### config.mk
export PLATFORM = sky130hd
export DESIGN_NAME = vga_pattern_gen_flat
export DESIGN_NICKNAME = d
export VERILOG_FILES = /design/src/rtl/vga_pkg.sv /design/src/rtl/vga_pattern_gen_if.sv /design/src/rtl/vga_frame_sequencer.sv /design/src/rtl/vga_pattern_gen.sv /design/src/flat_wrapper.sv
export SDC_FILE = /design/constraint.sdc
export NUM_CORES = 1
export LEC_CHECK = 0
export BUFFER_PORTS_ARGS = -buffer_cell sky130_fd_sc_hd__buf_2
export CAP_MARGIN = 15
export CORE_MARGIN = 2
export CORE_UTILIZATION = 45
export CTS_CLUSTER_DIAMETER = 50
export DETAILED_ROUTE_END_ITERATION = 8
export PLACE_DENSITY_LB_ADDON = 0.25
export SETUP_SLACK_MARGIN = 0.02
export SLEW_MARGIN = 20
export SYNTH_ARGS = -nofsm -noshare
export SYNTH_HDL_FRONTEND = slang
export SYNTH_SLANG_ARGS = --single-unit
### constraint.sdc
create_clock -name clk -period 2.14 [get_ports clk]
set_input_delay 0.428 -clock clk [delete_from_list [all_inputs] [get_ports clk]]
set_output_delay 0.428 -clock clk [all_outputs]
set_load 0.05 [all_outputs]
### src/rtl/vga_pkg.sv
// Shared VGA types and default active-region constants (also used by the sync logic).
package vga_pkg;

    typedef enum logic [1:0] {
        PAT_BARS     = 2'd0,
        PAT_CHECKER  = 2'd1,
        PAT_GRADIENT = 2'd2,
        PAT_SOLID    = 2'd3
    } pattern_e;

    typedef logic [11:0] rgb_t;

    localparam logic [15:0] H_ACTIVE_START_D = 16'd144;
    localparam logic [15:0] H_ACTIVE_END_D   = 16'd784;
    localparam logic [15:0] V_ACTIVE_START_D = 16'd35;
    localparam logic [15:0] V_ACTIVE_END_D   = 16'd515;

    localparam logic [6:0]  BAR_LAST_SUB = 7'd79;

    // Bars run white..black, so the colour index counts down from 7.
    function automatic rgb_t bar_colour(input logic [2:0] idx);
        logic [2:0] c;
        c = 3'd7 - idx;
        return {{4{c[2]}}, {4{c[1]}}, {4{c[0]}}};
    endfunction

endpackage

### src/rtl/vga_pattern_gen_if.sv
// Pixel-stream bundle: raw counters/syncs in, registered colour and delayed syncs out.
interface vga_pattern_gen_if;
    logic [15:0] h_count;
    logic [15:0] v_count;
    logic        hsync_in;
    logic        vsync_in;
    logic        hsync;
    logic        vsync;
    logic [3:0]  red;
    logic [3:0]  green;
    logic [3:0]  blue;

    modport master (
        output h_count, v_count, hsync_in, vsync_in,
        input  hsync, vsync, red, green, blue
    );

    modport slave (
        input  h_count, v_count, hsync_in, vsync_in,
        output hsync, vsync, red, green, blue
    );
endinterface

### src/rtl/vga_frame_sequencer.sv
// Frame tick detection, frame counter and pattern-select FSM.
// Optional dwell-based auto-advance enabled by VGA_PAT_AUTO_ADVANCE_EN.
module vga_frame_sequencer
    import vga_pkg::*;
#(
    parameter int unsigned FRAMES_PER_PATTERN = 60
) (
    input  logic       clk,
    input  logic       rst_n,
    input  logic       i_vsync,
    input  logic       i_next_pattern,
    output pattern_e   o_pattern,
    output logic [7:0] o_frame_count
);

    pattern_e   r_state;
    pattern_e   w_state_next;
    logic       r_vs_prev;
    logic       r_pend;
    logic [7:0] r_frame;
    logic       w_tick;
    logic       w_auto;
    logic       w_adv;

    assign w_tick = i_vsync && !r_vs_prev;

`ifdef VGA_PAT_AUTO_ADVANCE_EN
    localparam int unsigned DW = (FRAMES_PER_PATTERN > 1) ? $clog2(FRAMES_PER_PATTERN) : 1;
    logic [DW-1:0] r_dwell;

    assign w_auto = w_tick && (r_dwell == DW'(FRAMES_PER_PATTERN - 1));

    always_ff @(posedge clk or negedge rst_n) begin
        if (!rst_n)
            r_dwell <= '0;
        else if (w_auto)
            r_dwell <= '0;
        else if (w_tick)
            r_dwell <= r_dwell + 1'b1;
    end
`else
    logic w_unused_cfg;
    assign w_unused_cfg = (FRAMES_PER_PATTERN != 0);
    assign w_auto       = 1'b0;
`endif

    // A request pulse coincident with the tick is honoured at that tick.
    assign w_adv = w_tick && (r_pend || i_next_pattern || w_auto);

    always_ff @(posedge clk or negedge rst_n) begin
        if (!rst_n) begin
            r_state   <= PAT_BARS;
            r_vs_prev <= 1'b0;
            r_pend    <= 1'b0;
            r_frame   <= '0;
        end else begin
            r_state   <= w_state_next;
            r_vs_prev <= i_vsync;
            r_pend    <= w_tick ? 1'b0 : (r_pend || i_next_pattern);
            if (w_tick)
                r_frame <= r_frame + 8'd1;
        end
    end

    always_comb begin
        w_state_next = r_state;
        if (w_adv) begin
            case (r_state)
                PAT_BARS:     w_state_next = PAT_CHECKER;
                PAT_CHECKER:  w_state_next = PAT_GRADIENT;
                PAT_GRADIENT: w_state_next = PAT_SOLID;
                PAT_SOLID:    w_state_next = PAT_BARS;
            endcase
        end
    end

    assign o_pattern     = r_state;
    assign o_frame_count = r_frame;

endmodule

### src/rtl/vga_pattern_gen.sv
// Two-stage pixel pipeline producing test-pattern RGB with syncs at matching latency.
// Auto-advance of patterns is enabled by defining VGA_PAT_AUTO_ADVANCE_EN.
module vga_pattern_gen
    import vga_pkg::*;
#(
    parameter logic [15:0] H_ACTIVE_START     = H_ACTIVE_START_D,
    parameter logic [15:0] H_ACTIVE_END       = H_ACTIVE_END_D,
    parameter logic [15:0] V_ACTIVE_START     = V_ACTIVE_START_D,
    parameter logic [15:0] V_ACTIVE_END       = V_ACTIVE_END_D,
    parameter rgb_t        SOLID_RGB          = 12'hFFF,
    parameter int unsigned FRAMES_PER_PATTERN = 60
) (
    input  logic               clk,
    input  logic               rst_n,
    vga_pattern_gen_if.slave   px,
    input  logic               next_pattern,
    output logic [1:0]         pattern,
    output logic [7:0]         frame_count
);

    pattern_e   w_pattern;
    logic       w_active;
    logic       r_active;
    logic [9:0] r_x;
    logic [8:0] r_y;
    logic       r_hs1;
    logic       r_vs1;
    logic [6:0] r_sub;
    logic [2:0] r_bar;
    rgb_t       w_rgb;
    logic       w_unused;

    vga_frame_sequencer #(
        .FRAMES_PER_PATTERN(FRAMES_PER_PATTERN)
    ) u_seq (
        .clk            (clk),
        .rst_n          (rst_n),
        .i_vsync        (px.vsync_in),
        .i_next_pattern (next_pattern),
        .o_pattern      (w_pattern),
        .o_frame_count  (frame_count)
    );

    assign pattern  = w_pattern;
    assign w_active = (px.h_count >= H_ACTIVE_START) && (px.h_count < H_ACTIVE_END) &&
                      (px.v_count >= V_ACTIVE_START) && (px.v_count < V_ACTIVE_END);

    // Bar index tracks x/80 with a wrap-at-79 sub-counter realigned at each line start.
    always_ff @(posedge clk or negedge rst_n) begin
        if (!rst_n) begin
            r_active <= 1'b0;
            r_x      <= '0;
            r_y      <= '0;
            r_hs1    <= 1'b0;
            r_vs1    <= 1'b0;
            r_sub    <= '0;
            r_bar    <= '0;
        end else begin
            r_active <= w_active;
            r_x      <= 10'(px.h_count - H_ACTIVE_START);
            r_y      <= 9'(px.v_count - V_ACTIVE_START);
            r_hs1    <= px.hsync_in;
            r_vs1    <= px.vsync_in;
            if (px.h_count == H_ACTIVE_START) begin
                r_sub <= '0;
                r_bar <= '0;
            end else if (r_sub == BAR_LAST_SUB) begin
                r_sub <= '0;
                r_bar <= r_bar + 3'd1;
            end else begin
                r_sub <= r_sub + 7'd1;
            end
        end
    end

    always_comb begin
        w_rgb = '0;
        if (r_active) begin
            case (w_pattern)
                PAT_BARS:     w_rgb = bar_colour(r_bar);
                PAT_CHECKER:  w_rgb = (r_x[5] ^ r_y[5]) ? 12'hFFF : 12'h000;
                PAT_GRADIENT: w_rgb = {r_x[9:6], r_y[8:5], frame_count[5:2]};
                PAT_SOLID:    w_rgb = SOLID_RGB;
            endcase
        end
    end

    assign w_unused = ^{r_x[4:0], r_y[4:0]};

    always_ff @(posedge clk or negedge rst_n) begin
        if (!rst_n) begin
            px.red   <= '0;
            px.green <= '0;
            px.blue  <= '0;
            px.hsync <= 1'b0;
            px.vsync <= 1'b0;
        end else begin
            px.red   <= w_rgb[11:8];
            px.green <= w_rgb[7:4];
            px.blue  <= w_rgb[3:0];
            px.hsync <= r_hs1;
            px.vsync <= r_vs1;
        end
    end

endmodule

### src/flat_wrapper.sv
// flat-port wrapper written by rule: the top's interface ports become plain ports
module vga_pattern_gen_flat import vga_pkg::*;
#(
    parameter logic [15:0] H_ACTIVE_START     = H_ACTIVE_START_D,
    parameter logic [15:0] H_ACTIVE_END       = H_ACTIVE_END_D,
    parameter logic [15:0] V_ACTIVE_START     = V_ACTIVE_START_D,
    parameter logic [15:0] V_ACTIVE_END       = V_ACTIVE_END_D,
    parameter rgb_t        SOLID_RGB          = 12'hFFF,
    parameter int unsigned FRAMES_PER_PATTERN = 60
)
  (clk, rst_n, next_pattern, pattern, frame_count, px_h_count, px_v_count, px_hsync_in, px_vsync_in, px_hsync, px_vsync, px_red, px_green, px_blue);
  vga_pattern_gen_if px_i ();
  input  logic clk;
  input  logic rst_n;
  input  logic next_pattern;
  output logic [1:0] pattern;
  output logic [7:0] frame_count;
  input wire logic [$bits(px_i.h_count)-1:0] px_h_count;
  input wire logic [$bits(px_i.v_count)-1:0] px_v_count;
  input wire logic [$bits(px_i.hsync_in)-1:0] px_hsync_in;
  input wire logic [$bits(px_i.vsync_in)-1:0] px_vsync_in;
  output wire logic [$bits(px_i.hsync)-1:0] px_hsync;
  output wire logic [$bits(px_i.vsync)-1:0] px_vsync;
  output wire logic [$bits(px_i.red)-1:0] px_red;
  output wire logic [$bits(px_i.green)-1:0] px_green;
  output wire logic [$bits(px_i.blue)-1:0] px_blue;
  assign px_i.h_count = px_h_count;
  assign px_i.v_count = px_v_count;
  assign px_i.hsync_in = px_hsync_in;
  assign px_i.vsync_in = px_vsync_in;
  assign px_hsync = px_i.hsync;
  assign px_vsync = px_i.vsync;
  assign px_red = px_i.red;
  assign px_green = px_i.green;
  assign px_blue = px_i.blue;
  vga_pattern_gen #(.H_ACTIVE_START(H_ACTIVE_START), .H_ACTIVE_END(H_ACTIVE_END), .V_ACTIVE_START(V_ACTIVE_START), .V_ACTIVE_END(V_ACTIVE_END), .SOLID_RGB(SOLID_RGB), .FRAMES_PER_PATTERN(FRAMES_PER_PATTERN)) u_core (.clk(clk), .rst_n(rst_n), .px(px_i), .next_pattern(next_pattern), .pattern(pattern), .frame_count(frame_count));
endmodule
==> summary.md <==
| Metric | Value |
|---|---|
| Outcome | `finished, final reports clean` |
| Util after Layout | `59.2%` |
| Vias in the first global route | `1401` |
| CTS tree | `yes` |
| Seq/Total Area, Yosys | `56.5%` |
| Final Cell Area | `2620 sq um` |
| Die height | `72.0 microns` |
| Hold_buf cts | `0` |
| Top-area cell type share of the netlist area | `56.5%` |
| Worst Tran Pin Value | `0.525 ns` |
| Overflow after GRT | `0` |
| Slew margin rel. | `65.0%` |
| Flop pwr share | `42.2%` |
| Die area | `5190 sq um` |
| Hpwl dp | `2750 microns` |
| Largest net degree at the start of global routing | `26` |
| Critical Path Source | `px_v_count[15]` |
| Main combinational cell family by area after synthesis | `simple AND/OR/NAND/NOR gates` |
| Synth top area cells | `dfrtp_1, ha_1, xnor2_1` |
| Initial Utilization | `47.2%` |
| Syn Nets | `228` |
| Finished Layout Cells | `303` |
| Crit-path max cell delay | `0.54 ns` |
| Critical Path End Type | `flop` |
| Final ANT Viol Nets | `0` |
| #FFs+latches synth | `47` |
| Nets | `296` |
| Simple-Gate Fraction of Synth Area | `17.1%` |
| Crit path launch type | `input pin` |
| Core Box Area | `4410 sq um` |
| Clock Root Buffer | `clkbuf_8` |
| Crit path max fanout | `2` |
| Pleak | `1.25 nW` |
| Final TNS setup | `0 ns` |
| Worst IR drop on VDD | `0.401 mV` |
| Clk sink count | `47` |
| Drt via density | `5.03` |
| Die Wd | `72.0 microns` |
| Cts repair resizes | `0` |
| Final Max Tran Viols | `0` |
| Antenna diodes | `0` |
| Final setup fails | `0` |
| Max Fclk | `666 MHz` |
| Share of layout cells above drive strength 1 | `31.1%` |
| Main synth FF type | `dfrtp_1` |
| Async SR Flop Fraction | `100%` |
| Worst Setup Path Type | `in -> reg` |
| Final Hold Viols | `0` |
| # DRC | `0` |
| Clk slew on worst S/H paths | `0.08 ns` |
| Arrival @ worst endpoint | `1.71 ns` |
| Worst clock skew | `0.00288 ns` |
| Gate power share | `30.4%` |
| MaxCap Viol Count | `0` |
| Synth Area in Adders | `5.41%` |
| Gate Count Post-Synth | `182` |
| WL per Instance | `11.9 microns` |
| Commonest non-fill, non-tap cell in the layout | `buf_2` |
| Launch point of the worst reg-to-reg path | `u_core.r_sub[0]` |
| First-pass detailed-route iteration total | `4` |
| DP Area | `2480 sq um` |
| Final WL | `3610 microns` |
| Crit-path slowest cell | `or4_4` |
| Placed cell count | `295` |
| Distinct cell type count after synthesis | `34` |
| Netlist Area Pre-Place | `2080 sq um` |
| Crit path required time | `2.35 ns` |
| Synth area leader | `dfrtp_1` |
| Initial antenna violation count | `0` |
| TritonCTS buffer count | `5` |
| Power share of the clock group | `27.4%` |
| Compound-gate portion of the synthesized area | `9.13%` |
| Most frequent cells in the layout | `buf_2, dfrtp_1, nand2_1` |
| Switching share of power | `36.4%` |
| Post-synth EDFFs | `0` |
| PD cells | `1060 nW/um^2` |
| Layout fillers | `382` |
| Int Power | `1.76 mW` |
| Mux contribution to synthesized area | `1.02%` |
| Gp weighted congestion | `0.746` |
| Worst-Skew Late Latency | `0.30 ns` |
| Vias | `1524` |
| Clk buf depth | `2` |
| Synth Area in XOR/XNOR | `9.25%` |
| Switch Pwr | `1.01 mW` |
| Synth-to-Final Area Change | `25.6%` |
| Final period util | `70.2%` |
| Total I/O pin count | `61` |
| Hold WC Path Type | `in -> async` |
| CP Buf/Inv Count | `1` |
| CP Cell Sequence | `buf_2 -> or4_4 -> a2111oi_4 -> nand4b_1 -> a211oi_1` |
| RSZ-0062 raised after global routing | `no` |
| Yosys warns | `0` |
| Num rows | `24` |
| Post-CTS setup repair buffer count | `0` |
| Total GRT Usage | `15.2%` |
| First-pass GRT wire length | `6020 microns` |
| Minimum clock period | `1.50 ns` |
| Avg Inst Size Synth | `11.4 sq um` |
| IO buf count | `60` |
| Htree depth | `2` |
| Iteration-0 DRC Markers | `49` |
| Top delay family on crit path | `simple AND/OR/NAND/NOR gates` |
==> logic make-up (layout without fill, tap and decap cells) <==
family | after synthesis | after routing
DFF | 47 | 47
adders and majority gates | 9 | 9
xor gates and xnor gates | 22 | 22
buffers and inverters | 9 | 78
and+or+nand+nor | 65 | 65
muxes | 2 | 2
AOI/OAI and AO/OA | 28 | 28
==> Yosys cell counts (all sizes together) (3+ instances only) <==
master,number
nor3,6
nor4b,4
nor2b,4
inv,6
and3,3
o21ai,5
nor2,8
a211oi,3
xor2,11
xnor2,11
a21oi,14
clkbuf,3
ha,9
nand2b,3
dfrtp,47
nand3,5
nand2,24
==> metrics by stage <==
stage | hold WS, ns | setup WS (ns) | power (mW)
after global routing | 0.129 | 0.459 | 2.93
after floorplan | 0.132 | 0.265 | 1.77
after CTS | 0.0960 | 0.624 | 2.80
after global placement | 0.338 | 0.376 | 2.01
after detailed placement | 0.339 | 0.300 | 2.03
final | 0.0925 | 0.638 | 2.77
==> power groups by stage <==
stage / combinational [mW] / sequential (mW) / clock, mW
floorplan: 0.347 / 1.42 / 0
global placement: 0.827 / 1.18 / 0
detailed placement: 0.847 / 1.19 / 0
CTS: 0.849 / 1.17 / 0.785
global route: 0.928 / 1.19 / 0.813
finish: 0.840 / 1.17 / 0.759
==> path summary, 6_finish.rpt <==
path	endpoint	slack (ns)	cells after the start
hold / removal	u_core.px.hsync	0.09	1
hold reg to reg	u_core.px.hsync	0.36	0
min in group clk	u_core.r_hs1	0.23	1
max in group asynchronous	u_core.px.green[2]	1.54	2
setup / recovery	u_core.r_active	0.64	5
setup reg to reg	u_core.r_bar[2]	0.64	5
==> layer usage <==
metal | vias to the layer above | track usage (%) | routed length (microns)
li1 | 762 | - | -
met2 | 59 | 24.0 | 1680
met3 | 4 | 3.33 | 227
met4 | 0 | 9.43 | 87
met5 | - | 0 | 0
met1 | 699 | 19.1 | 1620
==> area by class of cell <==
cell class	count	area, sq um	area share, %
multi-input combinational	126	872	33.3
tap	52	65.1	2.49
timing repair buffer	64	343	13.1
sequential	47	1180	45.0
clock buffer	5	68.8	2.63
inverter	6	22.5	0.861
clock inverter	3	67.6	2.58
==> flip-flops by register name, indices dropped and copies added (netlist names), 3 cells and up <==
signal                      count
u_core.px.blue                  4
u_core.px.green                 4
u_core.px.red                   4
u_core.r_bar                    3
u_core.r_sub                    7
u_core.r_x                      5
u_core.r_y                      4
u_core.u_seq.o_frame_count      8
Power figures use the tool's default switching activity.
